===== src/rtl/mod_enc_key_expansion_pkg.sv =====
// rtl/mod_enc_key_expansion_pkg.sv - shared AES-256 key schedule constants, S-box and FSM state type
package enc_pkg;

  localparam int NK = 8;
  localparam int NR = 14;

  // Entry 0 is never used: word index 8 maps to Rcon[1].
  localparam logic [7:0] RCON [8] = '{
    8'h00, 8'h01, 8'h02, 8'h04, 8'h08, 8'h10, 8'h20, 8'h40
  };

  typedef enum logic [2:0] {
    ST_IDLE = 3'd0,
    ST_KEY0 = 3'd1,
    ST_KEY1 = 3'd2,
    ST_GEN  = 3'd3,
    ST_OUT  = 3'd4
  } state_t;

  localparam logic [7:0] SBOX [256] = '{
    8'h63, 8'h7c, 8'h77, 8'h7b, 8'hf2, 8'h6b, 8'h6f, 8'hc5, 8'h30, 8'h01, 8'h67, 8'h2b, 8'hfe, 8'hd7, 8'hab, 8'h76,
    8'hca, 8'h82, 8'hc9, 8'h7d, 8'hfa, 8'h59, 8'h47, 8'hf0, 8'had, 8'hd4, 8'ha2, 8'haf, 8'h9c, 8'ha4, 8'h72, 8'hc0,
    8'hb7, 8'hfd, 8'h93, 8'h26, 8'h36, 8'h3f, 8'hf7, 8'hcc, 8'h34, 8'ha5, 8'he5, 8'hf1, 8'h71, 8'hd8, 8'h31, 8'h15,
    8'h04, 8'hc7, 8'h23, 8'hc3, 8'h18, 8'h96, 8'h05, 8'h9a, 8'h07, 8'h12, 8'h80, 8'he2, 8'heb, 8'h27, 8'hb2, 8'h75,
    8'h09, 8'h83, 8'h2c, 8'h1a, 8'h1b, 8'h6e, 8'h5a, 8'ha0, 8'h52, 8'h3b, 8'hd6, 8'hb3, 8'h29, 8'he3, 8'h2f, 8'h84,
    8'h53, 8'hd1, 8'h00, 8'hed, 8'h20, 8'hfc, 8'hb1, 8'h5b, 8'h6a, 8'hcb, 8'hbe, 8'h39, 8'h4a, 8'h4c, 8'h58, 8'hcf,
    8'hd0, 8'hef, 8'haa, 8'hfb, 8'h43, 8'h4d, 8'h33, 8'h85, 8'h45, 8'hf9, 8'h02, 8'h7f, 8'h50, 8'h3c, 8'h9f, 8'ha8,
    8'h51, 8'ha3, 8'h40, 8'h8f, 8'h92, 8'h9d, 8'h38, 8'hf5, 8'hbc, 8'hb6, 8'hda, 8'h21, 8'h10, 8'hff, 8'hf3, 8'hd2,
    8'hcd, 8'h0c, 8'h13, 8'hec, 8'h5f, 8'h97, 8'h44, 8'h17, 8'hc4, 8'ha7, 8'h7e, 8'h3d, 8'h64, 8'h5d, 8'h19, 8'h73,
    8'h60, 8'h81, 8'h4f, 8'hdc, 8'h22, 8'h2a, 8'h90, 8'h88, 8'h46, 8'hee, 8'hb8, 8'h14, 8'hde, 8'h5e, 8'h0b, 8'hdb,
    8'he0, 8'h32, 8'h3a, 8'h0a, 8'h49, 8'h06, 8'h24, 8'h5c, 8'hc2, 8'hd3, 8'hac, 8'h62, 8'h91, 8'h95, 8'he4, 8'h79,
    8'he7, 8'hc8, 8'h37, 8'h6d, 8'h8d, 8'hd5, 8'h4e, 8'ha9, 8'h6c, 8'h56, 8'hf4, 8'hea, 8'h65, 8'h7a, 8'hae, 8'h08,
    8'hba, 8'h78, 8'h25, 8'h2e, 8'h1c, 8'ha6, 8'hb4, 8'hc6, 8'he8, 8'hdd, 8'h74, 8'h1f, 8'h4b, 8'hbd, 8'h8b, 8'h8a,
    8'h70, 8'h3e, 8'hb5, 8'h66, 8'h48, 8'h03, 8'hf6, 8'h0e, 8'h61, 8'h35, 8'h57, 8'hb9, 8'h86, 8'hc1, 8'h1d, 8'h9e,
    8'he1, 8'hf8, 8'h98, 8'h11, 8'h69, 8'hd9, 8'h8e, 8'h94, 8'h9b, 8'h1e, 8'h87, 8'he9, 8'hce, 8'h55, 8'h28, 8'hdf,
    8'h8c, 8'ha1, 8'h89, 8'h0d, 8'hbf, 8'he6, 8'h42, 8'h68, 8'h41, 8'h99, 8'h2d, 8'h0f, 8'hb0, 8'h54, 8'hbb, 8'h16
  };

endpackage


===== src/rtl/mod_enc_key_expansion_if.sv =====
// rtl/mod_enc_key_expansion_if.sv - key schedule request / round-key stream interface
interface mod_enc_key_expansion_if;
  logic         start;
  logic [255:0] key;
  logic         rk_ready;
  logic [127:0] rk;
  logic         rk_valid;
  logic [3:0]   rk_idx;
  logic         busy;
  logic         done;

  modport master (
    output start, key, rk_ready,
    input  rk, rk_valid, rk_idx, busy, done
  );

  modport slave (
    input  start, key, rk_ready,
    output rk, rk_valid, rk_idx, busy, done
  );
endinterface


===== src/rtl/mod_enc_key_expansion_sub_word.sv =====
// rtl/mod_enc_key_expansion_sub_word.sv - combinational SubWord, four S-box lookups
module mod_enc_sub_word
  import enc_pkg::*;
(
  input  logic [31:0] word_i,
  output logic [31:0] word_o
);

  for (genvar b = 0; b < 4; b++) begin : g_byte
    assign word_o[8*b +: 8] = SBOX[word_i[8*b +: 8]];
  end

endmodule


===== src/rtl/mod_enc_key_expansion.sv =====
// rtl/mod_enc_key_expansion.sv - AES-256 key schedule, one word per cycle over an 8-word window
module mod_enc_key_expansion
  import enc_pkg::*;
(
  input  logic                    clk,
  input  logic                    rst_n,
  mod_enc_key_expansion_if.slave  bus
);

  state_t        state_q;
  logic [31:0]   win_q [NK];
  logic [127:0]  rk_q;
  logic          rk_valid_q;
  logic [3:0]    rk_idx_q;
  logic          busy_q;
  logic          done_q;
  logic [5:0]    word_i_q;
  logic [1:0]    gen_cnt_q;

  logic [31:0]   sub_in;
  logic [31:0]   sub_out;
  logic [31:0]   temp;
  logic [31:0]   new_word;

  // win_q[7] is w[i-1] and win_q[0] is w[i-8] for the word being produced.
  always_comb begin
    sub_in   = word_i_q[2] ? win_q[7] : {win_q[7][7:0], win_q[7][31:8]};
    temp     = win_q[7];
    if (word_i_q[2:0] == 3'd0) begin
      temp = sub_out ^ {24'h0, RCON[word_i_q[5:3]]};
    end else if (word_i_q[2:0] == 3'd4) begin
      temp = sub_out;
    end
    new_word = win_q[0] ^ temp;
  end

  mod_enc_sub_word u_sub_word (
    .word_i (sub_in),
    .word_o (sub_out)
  );

  always_ff @(posedge clk or negedge rst_n) begin
    if (!rst_n) begin
      state_q    <= ST_IDLE;
      for (int k = 0; k < NK; k++) win_q[k] <= '0;
      rk_q       <= '0;
      rk_valid_q <= 1'b0;
      rk_idx_q   <= '0;
      busy_q     <= 1'b0;
      done_q     <= 1'b0;
      word_i_q   <= '0;
      gen_cnt_q  <= '0;
    end else begin
      done_q <= 1'b0;
      unique case (state_q)
        ST_IDLE: begin
          // A start coinciding with the done pulse is dropped.
          if (bus.start && !done_q) begin
            for (int k = 0; k < NK; k++) win_q[k] <= bus.key[32*k +: 32];
            rk_q       <= bus.key[127:0];
            rk_idx_q   <= 4'd0;
            rk_valid_q <= 1'b1;
            busy_q     <= 1'b1;
            word_i_q   <= 6'd8;
            state_q    <= ST_KEY0;
          end
        end
        ST_KEY0: begin
          if (bus.rk_ready) begin
            rk_q     <= {win_q[7], win_q[6], win_q[5], win_q[4]};
            rk_idx_q <= 4'd1;
            state_q  <= ST_KEY1;
          end
        end
        ST_KEY1: begin
          if (bus.rk_ready) begin
            rk_valid_q <= 1'b0;
            gen_cnt_q  <= 2'd0;
            state_q    <= ST_GEN;
          end
        end
        ST_GEN: begin
          for (int k = 0; k < NK - 1; k++) win_q[k] <= win_q[k+1];
          win_q[NK-1] <= new_word;
          word_i_q    <= word_i_q + 6'd1;
          gen_cnt_q   <= gen_cnt_q + 2'd1;
          if (gen_cnt_q == 2'd3) begin
            rk_q       <= {new_word, win_q[7], win_q[6], win_q[5]};
            rk_idx_q   <= rk_idx_q + 4'd1;
            rk_valid_q <= 1'b1;
            state_q    <= ST_OUT;
          end
        end
        ST_OUT: begin
          if (bus.rk_ready) begin
            rk_valid_q <= 1'b0;
            if (rk_idx_q == 4'(NR)) begin
              busy_q  <= 1'b0;
              done_q  <= 1'b1;
              state_q <= ST_IDLE;
            end else begin
              state_q <= ST_GEN;
            end
          end
        end
        default: state_q <= ST_IDLE;
      endcase
    end
  end

  assign bus.rk       = rk_q;
  assign bus.rk_valid = rk_valid_q;
  assign bus.rk_idx   = rk_idx_q;
  assign bus.busy     = busy_q;
  assign bus.done     = done_q;

endmodule


===== src/flat_wrapper.sv =====
// flat-port wrapper written by rule: the top's interface ports become plain ports
module mod_enc_key_expansion_flat import enc_pkg::*;
  (clk, rst_n, bus_start, bus_key, bus_rk_ready, bus_rk, bus_rk_valid, bus_rk_idx, bus_busy, bus_done);
  mod_enc_key_expansion_if bus_i ();
  input  logic clk;
  input  logic rst_n;
  input wire logic [$bits(bus_i.start)-1:0] bus_start;
  input wire logic [$bits(bus_i.key)-1:0] bus_key;
  input wire logic [$bits(bus_i.rk_ready)-1:0] bus_rk_ready;
  output wire logic [$bits(bus_i.rk)-1:0] bus_rk;
  output wire logic [$bits(bus_i.rk_valid)-1:0] bus_rk_valid;
  output wire logic [$bits(bus_i.rk_idx)-1:0] bus_rk_idx;
  output wire logic [$bits(bus_i.busy)-1:0] bus_busy;
  output wire logic [$bits(bus_i.done)-1:0] bus_done;
  assign bus_i.start = bus_start;
  assign bus_i.key = bus_key;
  assign bus_i.rk_ready = bus_rk_ready;
  assign bus_rk = bus_i.rk;
  assign bus_rk_valid = bus_i.rk_valid;
  assign bus_rk_idx = bus_i.rk_idx;
  assign bus_busy = bus_i.busy;
  assign bus_done = bus_i.done;
  mod_enc_key_expansion u_core (.clk(clk), .rst_n(rst_n), .bus(bus_i));
endmodule

===== config.mk =====
export PLATFORM = sky130hd
export DESIGN_NAME = mod_enc_key_expansion_flat
export DESIGN_NICKNAME = d
export VERILOG_FILES = /design/src/rtl/mod_enc_key_expansion_pkg.sv /design/src/rtl/mod_enc_key_expansion_if.sv /design/src/rtl/mod_enc_key_expansion_sub_word.sv /design/src/rtl/mod_enc_key_expansion.sv /design/src/flat_wrapper.sv
export SDC_FILE = /design/constraint.sdc
export NUM_CORES = 2
export LEC_CHECK = 0
export BUFFER_PORTS_ARGS = -buffer_cell sky130_fd_sc_hd__buf_2
export CAP_MARGIN = 20
export CORE_ASPECT_RATIO = 2
export CORE_UTILIZATION = 40
export CTS_CLUSTER_DIAMETER = 40
export DETAILED_ROUTE_END_ITERATION = 16
export HOLD_SLACK_MARGIN = 0.1
export PLACE_DENSITY = 0.63
export SYNTH_ARGS = -nofsm -noshare
export SYNTH_HDL_FRONTEND = slang
export SYNTH_SLANG_ARGS = --single-unit

===== constraint.sdc =====
create_clock -name clk -period 4.7 [get_ports clk]
set_input_delay 0.235 -clock clk [delete_from_list [all_inputs] [get_ports clk]]
set_output_delay 0.235 -clock clk [all_outputs]
set_load 0.05 [all_outputs]

# After elaboration in Yosys (flattened, before gate mapping)

Memories as Yosys holds them, arrays and structs flattened.
Index checks and enable logic that the tools add are counted.

Output and inout bits: 135
Memories kept: 5
Bits in read-only memories: 8256
Register bits after elaboration: 402
Input bits: 260

Memories:

| name            | words | bits a word | read ports | clocked after memory_dff | wr ports | RTL line                             | RTL |
|---|---|---|---|---|---|---|---|
| (no name shown) | 256   | 8           | 1          | 0                        | 0        | mod_enc_key_expansion_sub_word.sv:10 | `assign word_o[8*b +: 8] = SBOX[word_i[8*b +: 8]];` |
| (no name shown) | 256   | 8           | 1          | 0                        | 0        | mod_enc_key_expansion_sub_word.sv:10 |  |
| (no name shown) | 256   | 8           | 1          | 0                        | 0        | mod_enc_key_expansion_sub_word.sv:10 |  |
| (no name shown) | 256   | 8           | 1          | 0                        | 0        | mod_enc_key_expansion_sub_word.sv:10 |  |
| (no name shown) | 8     | 8           | 1          | 0                        | 0        | mod_enc_key_expansion.sv:30          | `temp = sub_out ^ {24'h0, RCON[word_i_q[5:3]]};` |

Eq/ne operators: 14
Order comparisons: 5
Bitwise operators: 7
Mux-type cells: 44
Add/subtract/negate cells: 3
Reduce and logical (&&, ||, !) cells: 16

Operators by type and width:

| operator                                                        | count |
|---|---|
| 256-bit one-hot mux with 2 select lines                         | 1 |
| 128-bit two-way mux                                             | 3 |
| 128-bit one-hot mux with 3 select lines                         | 1 |
| 256-bit two-way mux                                             | 1 |
| 32-bit two-way mux                                              | 3 |
| 8-bit two-way mux                                               | 10 |
| 9-bit greater-or-equal comparator, second input constant        | 4 |
| 8-bit NOT with 9-bit output                                     | 4 |
| 32-bit XOR                                                      | 1 |
| 32-bit by 8-bit XOR with 32-bit output                          | 1 |
| 3-bit two-way mux                                               | 5 |
| 3-bit one-hot mux with 5 select lines                           | 1 |
| 4-bit two-way mux                                               | 3 |
| 4-bit one-hot mux with 3 select lines                           | 1 |
| 6-bit one-hot mux with 2 select lines                           | 1 |
| 4-bit AND reduction                                             | 3 |
| 1-bit two-way mux                                               | 8 |
| 2-bit by 1-bit != test with 1-bit output, second input constant | 4 |
| 6-bit by 1-bit adder with 6-bit output, second input constant   | 1 |
| 3-bit by 2-bit == test with 1-bit output, second input constant | 2 |
| 3-bit == test, second input constant                            | 2 |
| 3-bit zero test                                                 | 2 |
| 6-bit two-way mux                                               | 1 |
| 2-bit != test, second input constant                            | 3 |
| 18 further kinds                                                | 23 |

# Logic depth before layout (Yosys ltp)

Depth in word-level cells: 10
Depth in mapped cells: 17
Depth with buffers taken out: 12

# Cells and area by module

A second synthesis with hierarchy kept.

Cells, all modules: 4744
Area, all modules: 34640.7 µm²

Modules (own cells, without submodules):

| module                | times used | cells an instance | area an instance (µm²) |
|---|---|---|---|
| mod_enc_key_expansion | 1          | 2559              | 20871.3 |
| mod_enc_sub_word      | 1          | 2185              | 13769.5 |

# Worst setup path after synthesis

No wires, ideal clock.

Kind: register to register
From: register u_core.word_i_q[2]
To: register u_core.rk_q[115] (netlist: u_core.bus.rk[115])
Setup slack: 924 ps
Data arrival time: 3645 ps
Stages on the path, launching flop included: 18
Required time: 4569 ps
Period minus slack after synthesis: 3776 ps
Cells stage by stage: dfrtp_1 buf_6 buf_12 buf_12 mux2i_1 buf_4 buf_2 ha_1 clkbuf_1 inv_2 mux2_1 mux4_2 or2_0 a31oi_1 a32oi_1 xor2_1 a221oi_2 o21ai_1

Word-level cells in the longest chain between the ends: 10
Elaborated cells on any way between the ends: 13

Ends and longest elaborated chain:

| item                                                                         | RTL line                                                 | RTL |
|---|---|---|
| start, declared                                                              | mod_enc_key_expansion.sv:17                              | `logic [5:0] word_i_q;` |
| start signal, assigned                                                       | mod_enc_key_expansion.sv:85                              | `word_i_q <= word_i_q + 6'd1;` |
| 32-bit two-way mux                                                           | mod_enc_key_expansion.sv:27                              | `sub_in = word_i_q[2] ? win_q[7] : {win_q[7][7:0], win_q[7][31:8]};` |
| 8-bit NOT with 9-bit output (not written as such)                            | mod_enc_key_expansion_sub_word.sv:10                     |  |
| memory 256 x 8 bit                                                           | n/a                                                      |  |
| 8-bit two-way mux (not written as such) (2 in series)                        | mod_enc_key_expansion_sub_word.sv:10                     |  |
| 32-bit two-way mux or 32-bit by 8-bit XOR with 32-bit output (tied branches) | mod_enc_key_expansion.sv:31, mod_enc_key_expansion.sv:30 |  |
| 32-bit two-way mux *                                                         | mod_enc_key_expansion.sv:29                              | `if (word_i_q[2:0] == 3'd0) begin` |
| 32-bit XOR *                                                                 | mod_enc_key_expansion.sv:34                              | `new_word = win_q[0] ^ temp;` |
| 128-bit two-way mux *                                                        | mod_enc_key_expansion.sv:87                              | `if (gen_cnt_q == 2'd3) begin` |
| 128-bit one-hot mux with 3 select lines *                                    | mod_enc_key_expansion.sv:55                              | `unique case (state_q)` |
| end signal, assigned                                                         | mod_enc_key_expansion.sv:60                              | `rk_q <= bus.key[127:0];` |
| end signal, assigned                                                         | mod_enc_key_expansion.sv:70                              | `rk_q <= {win_q[7], win_q[6], win_q[5], win_q[4]};` |
| end signal, assigned                                                         | mod_enc_key_expansion.sv:88                              | `rk_q <= {new_word, win_q[7], win_q[6], win_q[5]};` |
| end, declared                                                                | mod_enc_key_expansion.sv:12                              | `logic [127:0] rk_q;` |

Every way passes the cells marked *; elsewhere a longest branch is shown, timed or not. The select of a mux whose other input is x is not followed.
A chain may end at the register's enable or synchronous reset.

# Worst setup path after layout

From: register u_core.word_i_q[2]
To: register u_core.rk_q[124] (netlist: u_core.bus.rk[124])

Same word-level chain as after synthesis.

==> results.cfg <==
[synthesis]
syn_inst = 4735
synthDistinctLibCells = 105
yosysWarnings = 0
synth_fp_nets = 5056
ys.flop_type = dfrtp_1
synth_seq_cells = 402
synth-seq-area-share_pct = 28.3
async_flop_share_pct = 100
synth_edf_count = 0
avgSynthCellArea_um2 = 7.52
syn_area_um2 = 35600

[final_layout]
area_growth_pct = 25.8
final_cell_mix = nand2_1 (664), nor2_1 (606), buf_4 (417), dfrtp_1 (400), buf_2 (394)
final_nets = 5693
drive_above_1_share_pct = 19.7
layout_commonest_cell = nand2_1
fin_util_pct = 50.8
multi_input_area_um2 = 23100
regArea_um2 = 10100
final.fill_count = 8727

[global_route]
grt_pass1_wl_mm = 323
grt_pass1_vias = 43900
gr-usage-all-layers_pct = 49.4
overflow = 0
grt_max_degree = 159
antenna_found_initial = 32

[timing]
fin_crit_ns = 4.64
hold_violations = 0
skew_ns = 0.0343
tns_ns = 0
max_slew_margin_pct = 14.6
worst_slew_pin_slew_ns = 1.25
setup_viol = 0
fin_crit_sh_pct = 98.7
rsz0062_at_grt = no
fmaxAchievable_mhz = 216
final_max_slew_viol_count = 0

[setup_path]
critPathCaptureType = flop
crit_arrival_ns = 5.14
cp_slowest_cell = nor4_1
timing.critical_path.mode_cell = buf_4
cp.required_ns = 5.20
crit_fanout = 20
critPathLaunchType = flop
worstPathCellList = buf_12 -> buf_4 -> mux2i_4 -> buf_4 -> nand2b_1 -> buf_4 -> nand2_1 -> a21oi_1 -> nor4_1 -> o311ai_1 -> buf_4 -> o211ai_1 -> o211ai_1
cpPeakStageDelay_ns = 0.95
critPathKind = flop to flop

[worst_hold_path]
hp-class = primary input to flop

[floorplan]
start_util_pct = 40.4
core_area_um2 = 88100
die_w_um = 213
die_h_um = 424
io_pins = 395
die_area_um2 = 90200
rows = 154

[place]
post-dp-hpwl_mm = 155
port_buffers = 394
gp_congestion = 1.10

[route]
wl_met3_mm = 25.4
routed-wl-met2_mm = 98.7
vias = 45200
wl_met1_mm = 74.3
dr.pass1.iters = 8
drc = 0
top_layer = met5
viasPerCell = 6.85
drt_first_iter_violations = 5615
totalWireLength_mm = 221
ant_nets = 0
wire_per_inst_um = 33.6

[cts]
cts_sinks = 402
clock_latency_ns = 0.62
cts.htree.levels = 2
cts_tree = yes
cts_root_buf = clkbuf_16
cts-buffers-inserted = 42
clkTransAtPathRegs_ns = 0.07
cts_setup_buffers = 0
clk_path_buf_depth = 3

[outcome]
run_status = finished, final reports clean

[run]
cap_violations = 0
[synthesized netlist by cell type (14+ instances only)]
master	count	area share, %
nand2_1	666	7.0
nor2_1	609	6.4
dfrtp_1	402	28
a21oi_1	382	5.4
o21ai_0	278	3.9
clkbuf_1	271	2.9
mux2i_1	197	5.5
o22ai_1	169	3.0
nand3_1	139	2.0
buf_2	134	1.9
a22oi_1	107	2.3
nor3_1	93	1.3
o211ai_1	77	1.6
a31oi_1	72	1.3
a211oi_1	63	1.3
ha_1	61	2.1
a311oi_1	56	1.4
o221ai_1	50	1.2
inv_1	47	0.50
buf_1	41	0.43
buf_4	41	0.86
o31ai_1	37	0.78
a221oi_1	35	0.86
and3_1	35	0.62
o311ai_0	33	0.81
nand2b_1	32	0.56
o21ai_1	27	0.38
or3_1	27	0.47
nor3b_1	25	0.53
o2111ai_1	24	0.59
xnor2_1	24	0.59
mux2_2	23	0.73
buf_6	21	0.66
xor2_1	21	0.52
mux4_2	20	1.3
nand4_1	20	0.35
nor2b_1	17	0.30
a211o_1	16	0.39
a32oi_1	16	0.39
o21a_1	15	0.32
a22o_1	14	0.34
a311o_1	14	0.39
o311a_1	14	0.39
[path summary, 6_finish.rpt]
kind | depth (start not counted) | start | to | slack, ns
setup / recovery | 13 | u_core.word_i_q[2] | u_core.bus.rk[124] | 0.06
min in group asynchronous | 2 | rst_n | u_core.win_q[5] | 0.28
hold reg to reg | 2 | u_core.bus.rk[5] | u_core.bus.rk[5] | 0.47
hold / removal | 4 | bus_key[226] | u_core.win_q[2] | 0.12
max in group asynchronous | 3 | rst_n | u_core.word_i_q[2] | 3.26
setup reg to reg | 13 | u_core.word_i_q[2] | u_core.bus.rk[124] | 0.06
[registers in the layout, indices dropped and copies added (netlist names)]
name                 flops
u_core.state_q           3
u_core.bus.rk_idx        4
u_core.bus.done          1
u_core.bus.rk          128
u_core.word_i_q          6
u_core.gen_cnt_q         2
u_core.win_q           256
u_core.bus.rk_valid      1
u_core.bus.busy          1
[critical path, delay by kind of cell (launching register included)]
kind            cells  cell delay (ns)
compound gates      4             0.55
buf+inv             5             1.33
flops               1             0.50
mux                 1             0.82
simple gates        3             1.31
[layer usage]
layer | vias to the layer above | global-route usage (%)
li1 | 18800 | -
met1 | 21600 | 53.1
met2 | 3494 | 74.9
met3 | 1223 | 20.6
met4 | 16 | 40.9
met5 | - | 0.834
[cell families after synthesis]
kind of cell	count (synthesis)	synth area share, %
flops	402	28.3
xor+xnor	46	1.15
buf+inv	572	7.50
fa+ha+maj	61	2.14
mux	268	8.83
compound gates	1654	31.2
simple gates	1732	20.9
[area by class of cell]
type,count,area share (%)
flip-flops and latches,402,22.5
clock inverters,20,0.601
clock buffers,57,2.70
repair buffers,1104,18.7
multi-input cells,3761,51.6
inverters,61,0.512
diodes,25,0.140
well taps,1170,3.27
[stage by stage]
step / worst slack (ns) / hold WS, ns / instances / cell area (um2)
2_1_floorplan: 0.924 / -0.0606 / 4735 / 35600
3_3_place_gp: 0.446 / 0.357 / 6231 / 40500
3_5_place_dp: 0.451 / 0.357 / 6232 / 40500
4_1_cts: 0.422 / 0.101 / 6561 / 44500
5_1_grt: 0.0554 / 0.132 / 6582 / 44700
6_report: 0.0610 / 0.122 / 6600 / 44800
[repair_timing]
action,CTS,global route
hold buffers,252,0
setup endpoints to repair,0,1
resized for setup,0,1
hold endpoints to repair,474,0
Power is not shown: default switching activity piles up to over one toggle a cycle in this logic, so the estimate is an artifact.
